===== config.mk =====
export PLATFORM = sky130hd
export DESIGN_NAME = muldiv_unit_flat
export DESIGN_NICKNAME = d
export VERILOG_FILES = /design/src/rtl/muldiv_pkg.sv /design/src/rtl/muldiv_if.sv /design/src/rtl/muldiv_unit.sv /design/src/flat_wrapper.sv
export SDC_FILE = /design/constraint.sdc
export NUM_CORES = 1
export LEC_CHECK = 0
export ABC_AREA = 1
export BUFFER_PORTS_ARGS = -buffer_cell sky130_fd_sc_hd__buf_2
export CORE_MARGIN = 2
export CORE_UTILIZATION = 65
export DETAILED_ROUTE_END_ITERATION = 16
export PLACE_DENSITY = 0.82
export SLEW_MARGIN = 20
export SYNTH_ARGS = -nofsm -noshare
export SYNTH_HDL_FRONTEND = slang
export SYNTH_SLANG_ARGS = --single-unit

===== constraint.sdc =====
create_clock -name clk -period 5.8 [get_ports clk]
set_input_delay 0 -clock clk [delete_from_list [all_inputs] [get_ports clk]]
set_output_delay 0 -clock clk [all_outputs]
set_load 0.03 [all_outputs]

===== src/rtl/muldiv_pkg.sv =====
// Shared types and constants for the iterative RISC-V M-extension multiply/divide unit.
// Latency: n/a (package only).
// Backpressure: n/a (package only).
package muldiv_pkg;

    // Controller states
    typedef enum logic [1:0] {
        IDLE = 2'd0,
        CALC = 2'd1,
        DONE = 2'd2
    } state_t;

    // Funct3 encodings of the M-extension operations
    typedef enum logic [2:0] {
        OP_MUL    = 3'b000,
        OP_MULH   = 3'b001,
        OP_MULHSU = 3'b010,
        OP_MULHU  = 3'b011,
        OP_DIV    = 3'b100,
        OP_DIVU   = 3'b101,
        OP_REM    = 3'b110,
        OP_REMU   = 3'b111
    } op_t;

    // Funct7 value that selects the M-extension
    localparam logic [6:0] FUNCT7_MULDIV = 7'b0000001;

endpackage


===== src/rtl/muldiv_if.sv =====
// Request/response bundle between an issuing core and the multiply/divide unit.
// Latency: n/a (wires only).
// Backpressure: start is honoured only while busy is low; it is dropped otherwise.
interface muldiv_if #(
    parameter int WIDTH = 32
);
    logic             start;
    logic [6:0]       Funct7;
    logic [2:0]       Funct3;
    logic [WIDTH-1:0] SrcA;
    logic [WIDTH-1:0] SrcB;
    logic             busy;
    logic             done;
    logic [WIDTH-1:0] Result;

    // Issuing side
    modport master (
        output start, Funct7, Funct3, SrcA, SrcB,
        input  busy, done, Result
    );

    // Execution unit side
    modport slave (
        input  start, Funct7, Funct3, SrcA, SrcB,
        output busy, done, Result
    );
endinterface


===== src/rtl/muldiv_unit.sv =====
// Iterative radix-2 multiply/divide unit: shift-add multiply, restoring divide, shared accumulator.
// Latency: WIDTH+1 edges from accept to done for normal ops, 1 edge for divide-by-zero/overflow.
// Backpressure: busy high outside IDLE; start during busy or with a foreign Funct7 is ignored.
module muldiv_unit
    import muldiv_pkg::*;
#(
    parameter int WIDTH = 32
) (
    input  logic      clk,
    input  logic      rst_n,
    muldiv_if.slave   bus
);

    localparam int CW = $clog2(WIDTH);
    localparam logic [WIDTH-1:0] MOST_NEG = {1'b1, {(WIDTH-1){1'b0}}};
    localparam logic [WIDTH-1:0] ZERO_W   = '0;

    state_t             state, state_nxt;
    op_t                op;
    logic               neg;
    logic               special;
    logic [CW-1:0]      cnt;
    logic [2*WIDTH-1:0] acc;
    logic [WIDTH-1:0]   opb;

    // Request decode in IDLE
    logic               accept;
    logic               a_signed, b_signed;
    logic               sa, sb;
    logic [WIDTH-1:0]   abs_a, abs_b;
    logic               div0, ovf, special_in;
    logic [WIDTH-1:0]   special_val;
    logic               neg_in;

    // Step and result datapath
    logic [WIDTH:0]     mul_sum;
    logic [WIDTH:0]     div_trial;
    logic [2*WIDTH-1:0] acc_step;
    logic [2*WIDTH-1:0] prod_neg;
    logic [WIDTH-1:0]   quo, rem;
    logic [WIDTH-1:0]   res_sel;

    assign accept = bus.start && (bus.Funct7 == FUNCT7_MULDIV);
    assign bus.busy = (state != IDLE);

    // Decode operand signedness, special divide cases and the result-negate flag
    always_comb begin
        a_signed    = 1'b0;
        b_signed    = 1'b0;
        neg_in      = 1'b0;
        special_val = '0;
        unique case (op_t'(bus.Funct3))
            OP_MULH:   begin a_signed = 1'b1; b_signed = 1'b1; end
            OP_MULHSU: begin a_signed = 1'b1; end
            OP_DIV:    begin a_signed = 1'b1; b_signed = 1'b1; end
            OP_REM:    begin a_signed = 1'b1; b_signed = 1'b1; end
            default:   begin end
        endcase
        sa    = a_signed & bus.SrcA[WIDTH-1];
        sb    = b_signed & bus.SrcB[WIDTH-1];
        abs_a = sa ? (ZERO_W - bus.SrcA) : bus.SrcA;
        abs_b = sb ? (ZERO_W - bus.SrcB) : bus.SrcB;
        // Remainders follow the dividend sign, everything else the product/quotient sign
        if (op_t'(bus.Funct3) == OP_MULHSU || op_t'(bus.Funct3) == OP_REM)
            neg_in = sa;
        else
            neg_in = sa ^ sb;
        div0 = bus.Funct3[2] && (bus.SrcB == ZERO_W);
        ovf  = bus.Funct3[2] && !bus.Funct3[0] &&
               (bus.SrcA == MOST_NEG) && (bus.SrcB == {WIDTH{1'b1}});
        special_in = div0 | ovf;
        if (div0)
            special_val = bus.Funct3[1] ? bus.SrcA : {WIDTH{1'b1}};
        else if (ovf)
            special_val = bus.Funct3[1] ? ZERO_W : MOST_NEG;
    end

    // One radix-2 step: shift-add for multiply, restoring subtract for divide
    always_comb begin
        mul_sum   = {1'b0, acc[2*WIDTH-1:WIDTH]} + {1'b0, opb};
        div_trial = acc[2*WIDTH-1:WIDTH-1] - {1'b0, opb};
        acc_step  = acc;
        if (op[2]) begin
            if (!div_trial[WIDTH])
                acc_step = {div_trial[WIDTH-1:0], acc[WIDTH-2:0], 1'b1};
            else
                acc_step = {acc[2*WIDTH-2:0], 1'b0};
        end else begin
            acc_step = acc[0] ? {mul_sum, acc[WIDTH-1:1]} : {1'b0, acc[2*WIDTH-1:1]};
        end
    end

    // Select and sign-correct the final result from the accumulator
    always_comb begin
        prod_neg = {(2*WIDTH){1'b0}} - acc;
        quo      = acc[WIDTH-1:0];
        rem      = acc[2*WIDTH-1:WIDTH];
        res_sel  = '0;
        if (special) begin
            res_sel = acc[WIDTH-1:0];
        end else begin
            unique case (op)
                OP_MUL:                     res_sel = acc[WIDTH-1:0];
                OP_MULH, OP_MULHSU, OP_MULHU:
                    res_sel = neg ? prod_neg[2*WIDTH-1:WIDTH] : acc[2*WIDTH-1:WIDTH];
                OP_DIV, OP_DIVU:            res_sel = neg ? (ZERO_W - quo) : quo;
                OP_REM, OP_REMU:            res_sel = neg ? (ZERO_W - rem) : rem;
                default:                    res_sel = '0;
            endcase
        end
    end

    // Controller state register
    always_ff @(posedge clk or negedge rst_n) begin
        if (!rst_n) state <= IDLE;
        else        state <= state_nxt;
    end

    // Controller next-state logic
    always_comb begin
        state_nxt = state;
        unique case (state)
            IDLE:    if (accept) state_nxt = special_in ? DONE : CALC;
            CALC:    if (cnt == '0) state_nxt = DONE;
            DONE:    state_nxt = IDLE;
            default: state_nxt = IDLE;
        endcase
    end

    // Operand capture, iteration and result/done registers
    always_ff @(posedge clk or negedge rst_n) begin
        if (!rst_n) begin
            op         <= OP_MUL;
            neg        <= 1'b0;
            special    <= 1'b0;
            cnt        <= '0;
            acc        <= '0;
            opb        <= '0;
            bus.done   <= 1'b0;
            bus.Result <= '0;
        end else begin
            bus.done <= 1'b0;
            unique case (state)
                IDLE: begin
                    if (accept) begin
                        op      <= op_t'(bus.Funct3);
                        neg     <= neg_in;
                        special <= special_in;
                        cnt     <= CW'(WIDTH-1);
                        opb     <= abs_b;
                        acc     <= {ZERO_W, special_in ? special_val : abs_a};
                    end
                end
                CALC: begin
                    acc <= acc_step;
                    cnt <= cnt - 1'b1;
                end
                DONE: begin
                    bus.Result <= res_sel;
                    bus.done   <= 1'b1;
                end
                default: begin end
            endcase
        end
    end

endmodule


===== src/flat_wrapper.sv =====
// flat-port wrapper written by rule: the top's interface ports become plain ports
module muldiv_unit_flat import muldiv_pkg::*;
#(
    parameter int WIDTH = 32
)
  (clk, rst_n, bus_start, bus_Funct7, bus_Funct3, bus_SrcA, bus_SrcB, bus_busy, bus_done, bus_Result);
  muldiv_if #(.WIDTH(WIDTH)) bus_i ();
  input  logic clk;
  input  logic rst_n;
  input wire logic [$bits(bus_i.start)-1:0] bus_start;
  input wire logic [$bits(bus_i.Funct7)-1:0] bus_Funct7;
  input wire logic [$bits(bus_i.Funct3)-1:0] bus_Funct3;
  input wire logic [$bits(bus_i.SrcA)-1:0] bus_SrcA;
  input wire logic [$bits(bus_i.SrcB)-1:0] bus_SrcB;
  output wire logic [$bits(bus_i.busy)-1:0] bus_busy;
  output wire logic [$bits(bus_i.done)-1:0] bus_done;
  output wire logic [$bits(bus_i.Result)-1:0] bus_Result;
  assign bus_i.start = bus_start;
  assign bus_i.Funct7 = bus_Funct7;
  assign bus_i.Funct3 = bus_Funct3;
  assign bus_i.SrcA = bus_SrcA;
  assign bus_i.SrcB = bus_SrcB;
  assign bus_busy = bus_i.busy;
  assign bus_done = bus_i.done;
  assign bus_Result = bus_i.Result;
  muldiv_unit #(.WIDTH(WIDTH)) u_core (.clk(clk), .rst_n(rst_n), .bus(bus_i));
endmodule

Yosys cells after proc, flatten, opt, wreduce, memory -nomap -nowiden
Cells that the tools add are included.
{ "totals": {"reg_bits": 141, "wordCells": 87, "inputBits": 77, "out_inout_bits": 34} }
{ "classes": {"n_reduce_logical": 21, "mux": 27, "add_sub_neg": 8, "bitwise_logic": 4, "n_eq_ne": 18} }
{ "op_table": {"columns": ["operator", "n"], "rows": [
  ["$mux W32", 11],
  ["$mux W64", 4],
  ["$pmux W32 S4", 1],
  ["$pmux W64 S2", 1],
  ["$sub A1 B32 Y32 const A", 4],
  ["$eq A32 B32 Y1 const B", 2],
  ["$sub A1 B64 Y64 const A", 1],
  ["$add A32 B32 Y33", 1],
  ["$sub A33 B32 Y33", 1],
  ["$logic_not A32 Y1", 1],
  ["$eq A3 B3 Y1 const B", 6],
  ["$pmux W5 S2", 1],
  ["$eq A3 B2 Y1 const B", 3],
  ["$eq A7 B1 Y1 const B", 1],
  ["$eq A3 B1 Y1 const B", 2],
  ["$mux W2", 3],
  ["$reduce_and A2 Y1", 3],
  ["$reduce_or A3 Y1", 2],
  ["$logic_and A1 B1 Y1", 5],
  ["$logic_not A5 Y1", 1],
  ["$mux W5", 1],
  ["$sub A5 B1 Y5 const B", 1],
  ["$mux W1", 4],
  ["$ne A2 B1 Y1 const B", 2],
  ["13 further kinds", 16]
]} }

Depth between registers and ports, before layout
{ "logic_depth": {"depth_word": 9, "mapped_depth": 20, "mapped_depth_nobuf": 19} }

Worst setup path before layout
OpenSTA, ideal clock, no wires.
{ "synth_path": {"kind": "reg-to-reg", "startpoint": "register u_core.acc[32]", "endpoint": "register u_core.acc[54]", "arrival_ps": 2361, "synth_period_minus_slack_ps": 2477, "path_buffers": 2, "path_slack_ps": 3323, "stages_incl_launch_ff": 21, "cell_sequence": "dfrtp_1 clkbuf_1 inv_1 fa_1 inv_1 nand2_1 nand2_1 nand3_1 nand2_1 nand2_1 nand2_2 nand2_4 nand2_2 nand2_4 nand2_8 inv_4 buf_6 nand2_1 nand3_1 nand2_1 nand2_1"} }
{ "synth_via": {"elab_chain_cells": 4, "word_cells_on_any_way": 6, "cone_classes": "add/sub: 2; mux: 4"} }
{ "synth_rtl": {"columns": ["item", "line", "text"], "rows": [
  ["start: declaration", "muldiv_unit.sv:23", "logic [2*WIDTH-1:0] acc;"],
  ["start signal: assignment", "muldiv_unit.sv:151", "acc <= {ZERO_W, special_in ? special_val : abs_a};"],
  ["start signal: assignment", "muldiv_unit.sv:155", "acc <= acc_step;"],
  ["$sub A33 B32 Y33 or $add A32 B32 Y33 (tied branches)", "muldiv_unit.sv:81, muldiv_unit.sv:80", null],
  ["$mux W64 (on tied branches)", "muldiv_unit.sv:84, muldiv_unit.sv:89", null],
  ["$mux W64 *", "muldiv_unit.sv:83", "if (op[2]) begin"],
  ["$pmux W64 S2 *", "muldiv_unit.sv:143", "unique case (state)"]
]} }
Every way passes the cells marked *; elsewhere a longest branch is shown, timed or not.
A chain may end at the register's enable or synchronous reset.

Worst setup path in the final report
{ "layout_path": {"startpoint": "register u_core.op[2]", "endpoint": "register u_core.bus.Result[0]"} }
{ "layout_via": {"elab_chain_cells": 4, "word_cells_on_any_way": 13, "cone_classes": "eq/ne: 7; mux: 2; reduce/logical: 4"} }
{ "layout_rtl": {"columns": ["item", "line", "text"], "rows": [
  ["start: declaration", "muldiv_unit.sv:19", "op_t op;"],
  ["start signal: assignment", "muldiv_unit.sv:146", "op <= op_t'(bus.Funct3);"],
  ["$eq A3 B1 Y1 (tied with other cells)", "muldiv_unit.sv:102", "unique case (op)"],
  ["$reduce_or A3 Y1 or $reduce_or A2 Y1 (tied branches)", "muldiv_unit.sv:102", null],
  ["$pmux W32 S4 *", "muldiv_unit.sv:102", null],
  ["$mux W32 *", "muldiv_unit.sv:99", "if (special) begin"],
  ["end signal: assignment", "muldiv_unit.sv:159", "bus.Result <= res_sel;"],
  ["end: declaration", "muldiv_if.sv:25", "output busy, done, Result"]
]} }
Marks and branches as above.

==> implementation parameters <==
Parameter                              Value

Run status
  Run status ... finished clean

Finish
  Synthesis-to-layout area growth ... 8.68%
  Final antenna diode count ... 0
  Total area of sequential cells ... 0.00353 mm²
  Fin nets ... 3370
  Share of layout cells above drive strength 1 ... 6.56%
  Fill cells ... 2409
  Multi-input combinational cell area ... 0.0121 mm²

Critical path
  Ordered cell list for the critical path ... buf_4, inv_2, a21oi_2, buf_4, inv_2, a221oi_1, o211ai_1, o211ai_1, nand2_1
  Setup crit start ... u_core.op[2]
  Highest fanout seen on the critical path ... 72
  Worst reg2reg path depth ... 9
  Maximum single-stage delay on the critical path ... 0.59 ns
  Worst Path Class, Setup ... register to register
  Reg-to-reg slack, setup ... 2.47 ns
  Worst-path cell with the longest stage delay ... sky130_fd_sc_hd__inv_2
  Required @ worst endpoint ... 6.12 ns
  Data arrival time of the critical path ... 3.65 ns
  Termination of the worst setup path ... u_core.bus.Result[0]
  Sort of element at the end of the critical path ... register
  Critical R2R Launch ... u_core.op[2]
  Kind of start point of the critical path ... register
  Reg-to-reg critical path endpoint ... u_core.bus.Result[0]

Die
  Number of top-level design ports ... 111
  Full die area ... 0.0282 mm²
  Overall die height ... 168 µm
  Total core area ... 0.0267 mm²
  Row Count ... 60
  Initial cell density of the core ... 65.6%
  Chip width ... 168 µm

CTS
  Number of levels the H-tree was split into ... 4
  TritonCTS clock tree ... yes
  Max Root-Sink Buffers ... 2
  CTS Sinks ... 141
  Clock latency reported for the late side of the worst-skew pair ... 0.44 ns
  Master cell of the clock root buffer ... sky130_fd_sc_hd__clkbuf_16
  Worst-path clk slew ... 0.07 ns
  CTS resizes ... 0
  Num CTS Buffers ... 17

Synthesis
  Synth Instances ... 3150
  Distinct cell type count of the synthesized netlist ... 48
  Netlist Area Pre-Place ... 0.0175 mm²
  Commonest register cell after synthesis ... sky130_fd_sc_hd__dfrtp_1
  Syn_nets ... 3300
  Number of enable-type register cells in the synthesized netlist ... 0
  Async set-or-reset flop fraction in the synthesized netlist ... 100%
  Synth Area per Inst ... 5.55 µm²
  Flip-flop and latch count after synthesis ... 141
  Seq/Total Area, Yosys ... 20.2%
  Ys Warns ... 0

STA
  Final worst-path cycle share ... 57.4%
  Max Clock Skew ... 0.0153 ns
  Minimum clock period after layout ... 3.33 ns
  Headroom to the max-slew limit ... 25.1%
  Setup TNS ... 0 ns
  RSZ-0062 raised after global routing ... no
  Slew Limit Fails ... 0
  Final count of negative-setup-slack endpoints ... 0
  Final Hold Slack ... 0.00340 ns
  Worst Tran Pin Value ... 1.12 ns
  Number of hold violations in the final report ... 0
  Upper clock frequency limit ... 0.300 GHz

Place
  Number of input and output port buffers inserted ... 110
  DP HPWL ... 50700 µm
  Global placer's final weighted congestion ... 1.09

Power
  P_leak ... 10.2 nW
  PD cells ... 324 mW/mm²
  Maximum resistive drop on vdd ... 0.000277 V

Global routing
  Initial antenna violation count ... 1
  Remaining global-route overflow ... 0
  First-pass GRT wire length ... 106000 µm
  Tot GR Track Use ... 47.3%
  Number of global-route vias before repair ... 20.0k
  Maximum number of pins on one net before global-route repair ... 92

Routing
  Via density per instance ... 6.22
  Number of vias after detailed routing ... 22.2k
  Wire length per cell after detailed routing ... 18.9 µm
  Final routed wirelength across all metal layers ... 67400 µm
  First-iteration detailed-routing DRC count ... 3288
  DRC ... 0
  First-pass iteration count of the detailed router ... 7
  Post-detailed-route count of antenna-violating nets ... 0

Hold path
  Path category of the worst min-delay check ... input pin to register

Run
  Max Cap Viol ... 0
## per-layer routing
layer	track usage, %	vias up	part of all wire, %
li1	-	10300	-
met5	0	-	0
met4	22.4	0	5.6
met1	65.3	9918	38
met3	13.4	289	16
met2	68.0	1718	40
## power by group
group / leakage (nW) / total [mW] / internal (mW) / switching, mW
sequential: 1.78 / 1.59 / 1.13 / 0.464
combinational: 8.14 / 3.42 / 1.07 / 2.36
clock: 0.272 / 1.15 / 0.648 / 0.499
total: 10.2 / 6.16 / 2.84 / 3.32
## stage by stage
stage	total power [mW]	utilization (%)	std cells	cell area, µm²	setup WS, ns
finish	6.16	71.3	3573	19000	2.47
global route	6.51	71.3	3573	19000	2.33
CTS	5.93	71.3	3573	19000	2.65
detailed placement	4.77	68.2	3517	18200	2.66
global placement	4.69	68.2	3517	18200	2.72
floorplan	3.80	-	3150	17500	3.32
## placed cells by master (no fill, tap or decap), types with 52 or more instances in the layout
cell,instances
sky130_fd_sc_hd__nor2_1,356
sky130_fd_sc_hd__a21oi_1,231
sky130_fd_sc_hd__o21ai_0,204
sky130_fd_sc_hd__xor2_1,58
sky130_fd_sc_hd__buf_2,109
sky130_fd_sc_hd__nand3_1,269
sky130_fd_sc_hd__nand2_1,1073
sky130_fd_sc_hd__ha_1,71
sky130_fd_sc_hd__nand4_1,52
sky130_fd_sc_hd__dfrtp_1,139
sky130_fd_sc_hd__inv_1,368
## state kept, by name (all words and copies together), names as in the netlist
signal             cells
u_core.acc            64
u_core.bus.Result     32
u_core.opb            32
u_core.cnt             5
u_core.op              3
u_core.state           2
u_core.bus.done        1
u_core.neg             1
u_core.special         1
## cells in the mapped netlist, types with 7 or more instances
cell type	instances	share of area, %
sky130_fd_sc_hd__a21oi_1	231	6.6
sky130_fd_sc_hd__ha_1	71	5.1
sky130_fd_sc_hd__o21ai_0	204	5.8
sky130_fd_sc_hd__buf_1	12	0.26
sky130_fd_sc_hd__nand4_1	52	1.9
sky130_fd_sc_hd__clkbuf_1	70	1.5
sky130_fd_sc_hd__nand2_1	1073	23
sky130_fd_sc_hd__nor2_2	8	0.29
sky130_fd_sc_hd__o211ai_1	9	0.39
sky130_fd_sc_hd__nand3b_1	23	0.99
sky130_fd_sc_hd__buf_2	10	0.29
sky130_fd_sc_hd__o21bai_1	10	0.43
sky130_fd_sc_hd__o21ai_1	14	0.40
sky130_fd_sc_hd__a31oi_1	7	0.25
sky130_fd_sc_hd__dfrtp_1	141	20
sky130_fd_sc_hd__nor2_1	359	7.7
sky130_fd_sc_hd__a22oi_1	17	0.73
sky130_fd_sc_hd__nor3_1	48	1.4
sky130_fd_sc_hd__nand3_1	269	7.7
sky130_fd_sc_hd__xor2_1	58	2.9
sky130_fd_sc_hd__inv_1	368	7.9
sky130_fd_sc_hd__inv_2	13	0.28
sky130_fd_sc_hd__xnor2_1	17	0.85
## worst min path at each step
stage,start,end,slack [ns],depth (start not counted)
floorplan,rst_n,u_core.acc[0],-0.30,0
global placement,rst_n,u_core.acc[57],0.14,1
detailed placement,rst_n,u_core.acc[54],0.16,1
CTS,bus_SrcA[2],u_core.acc[2],0.003,6
global route,bus_SrcA[11],u_core.acc[11],0.04,6
finish,bus_SrcB[24],u_core.opb[24],0.003,4
## logic make-up (layout without fill, tap and decap cells)
logic type / Yosys count / after routing / share of synthesized area (%)
AO/OA/AOI/OAI: 509 / 509 / 15.4
XOR/XNOR: 75 / 75 / 3.76
adder cells (fa/ha/maj): 73 / 73 / 5.31
buffers and inverters: 485 / 567 / 10.7
flip-flops: 141 / 141 / 20.2
AND/OR/NAND/NOR: 1867 / 1867 / 44.6
## worst max-delay path, delay by kind of cell (launching register included)
family          cells  cell delay (ns)
flops               1             0.35
buf+inv             4             1.88
simple gates        1             0.07
compound gates      4             0.90
## layout make-up
| type | count | area share (%) |
|---|---|---|
| tap | 341 | 2.25 |
| sequential | 141 | 18.6 |
| inverter | 387 | 7.66 |
| multi-input combinational | 2524 | 63.7 |
| timing repair buffer | 149 | 4.80 |
| clock buffer | 19 | 2.33 |
| clock inverter | 12 | 0.731 |
## repair_timing
| item | in CTS | in global routing |
|---|---|---|
| buffers inserted | 0 | 0 |
| hold buffers | 25 | 0 |
| hold endpoints to repair | 114 | 0 |
Note: power is estimated with default switching activity, not from simulation.
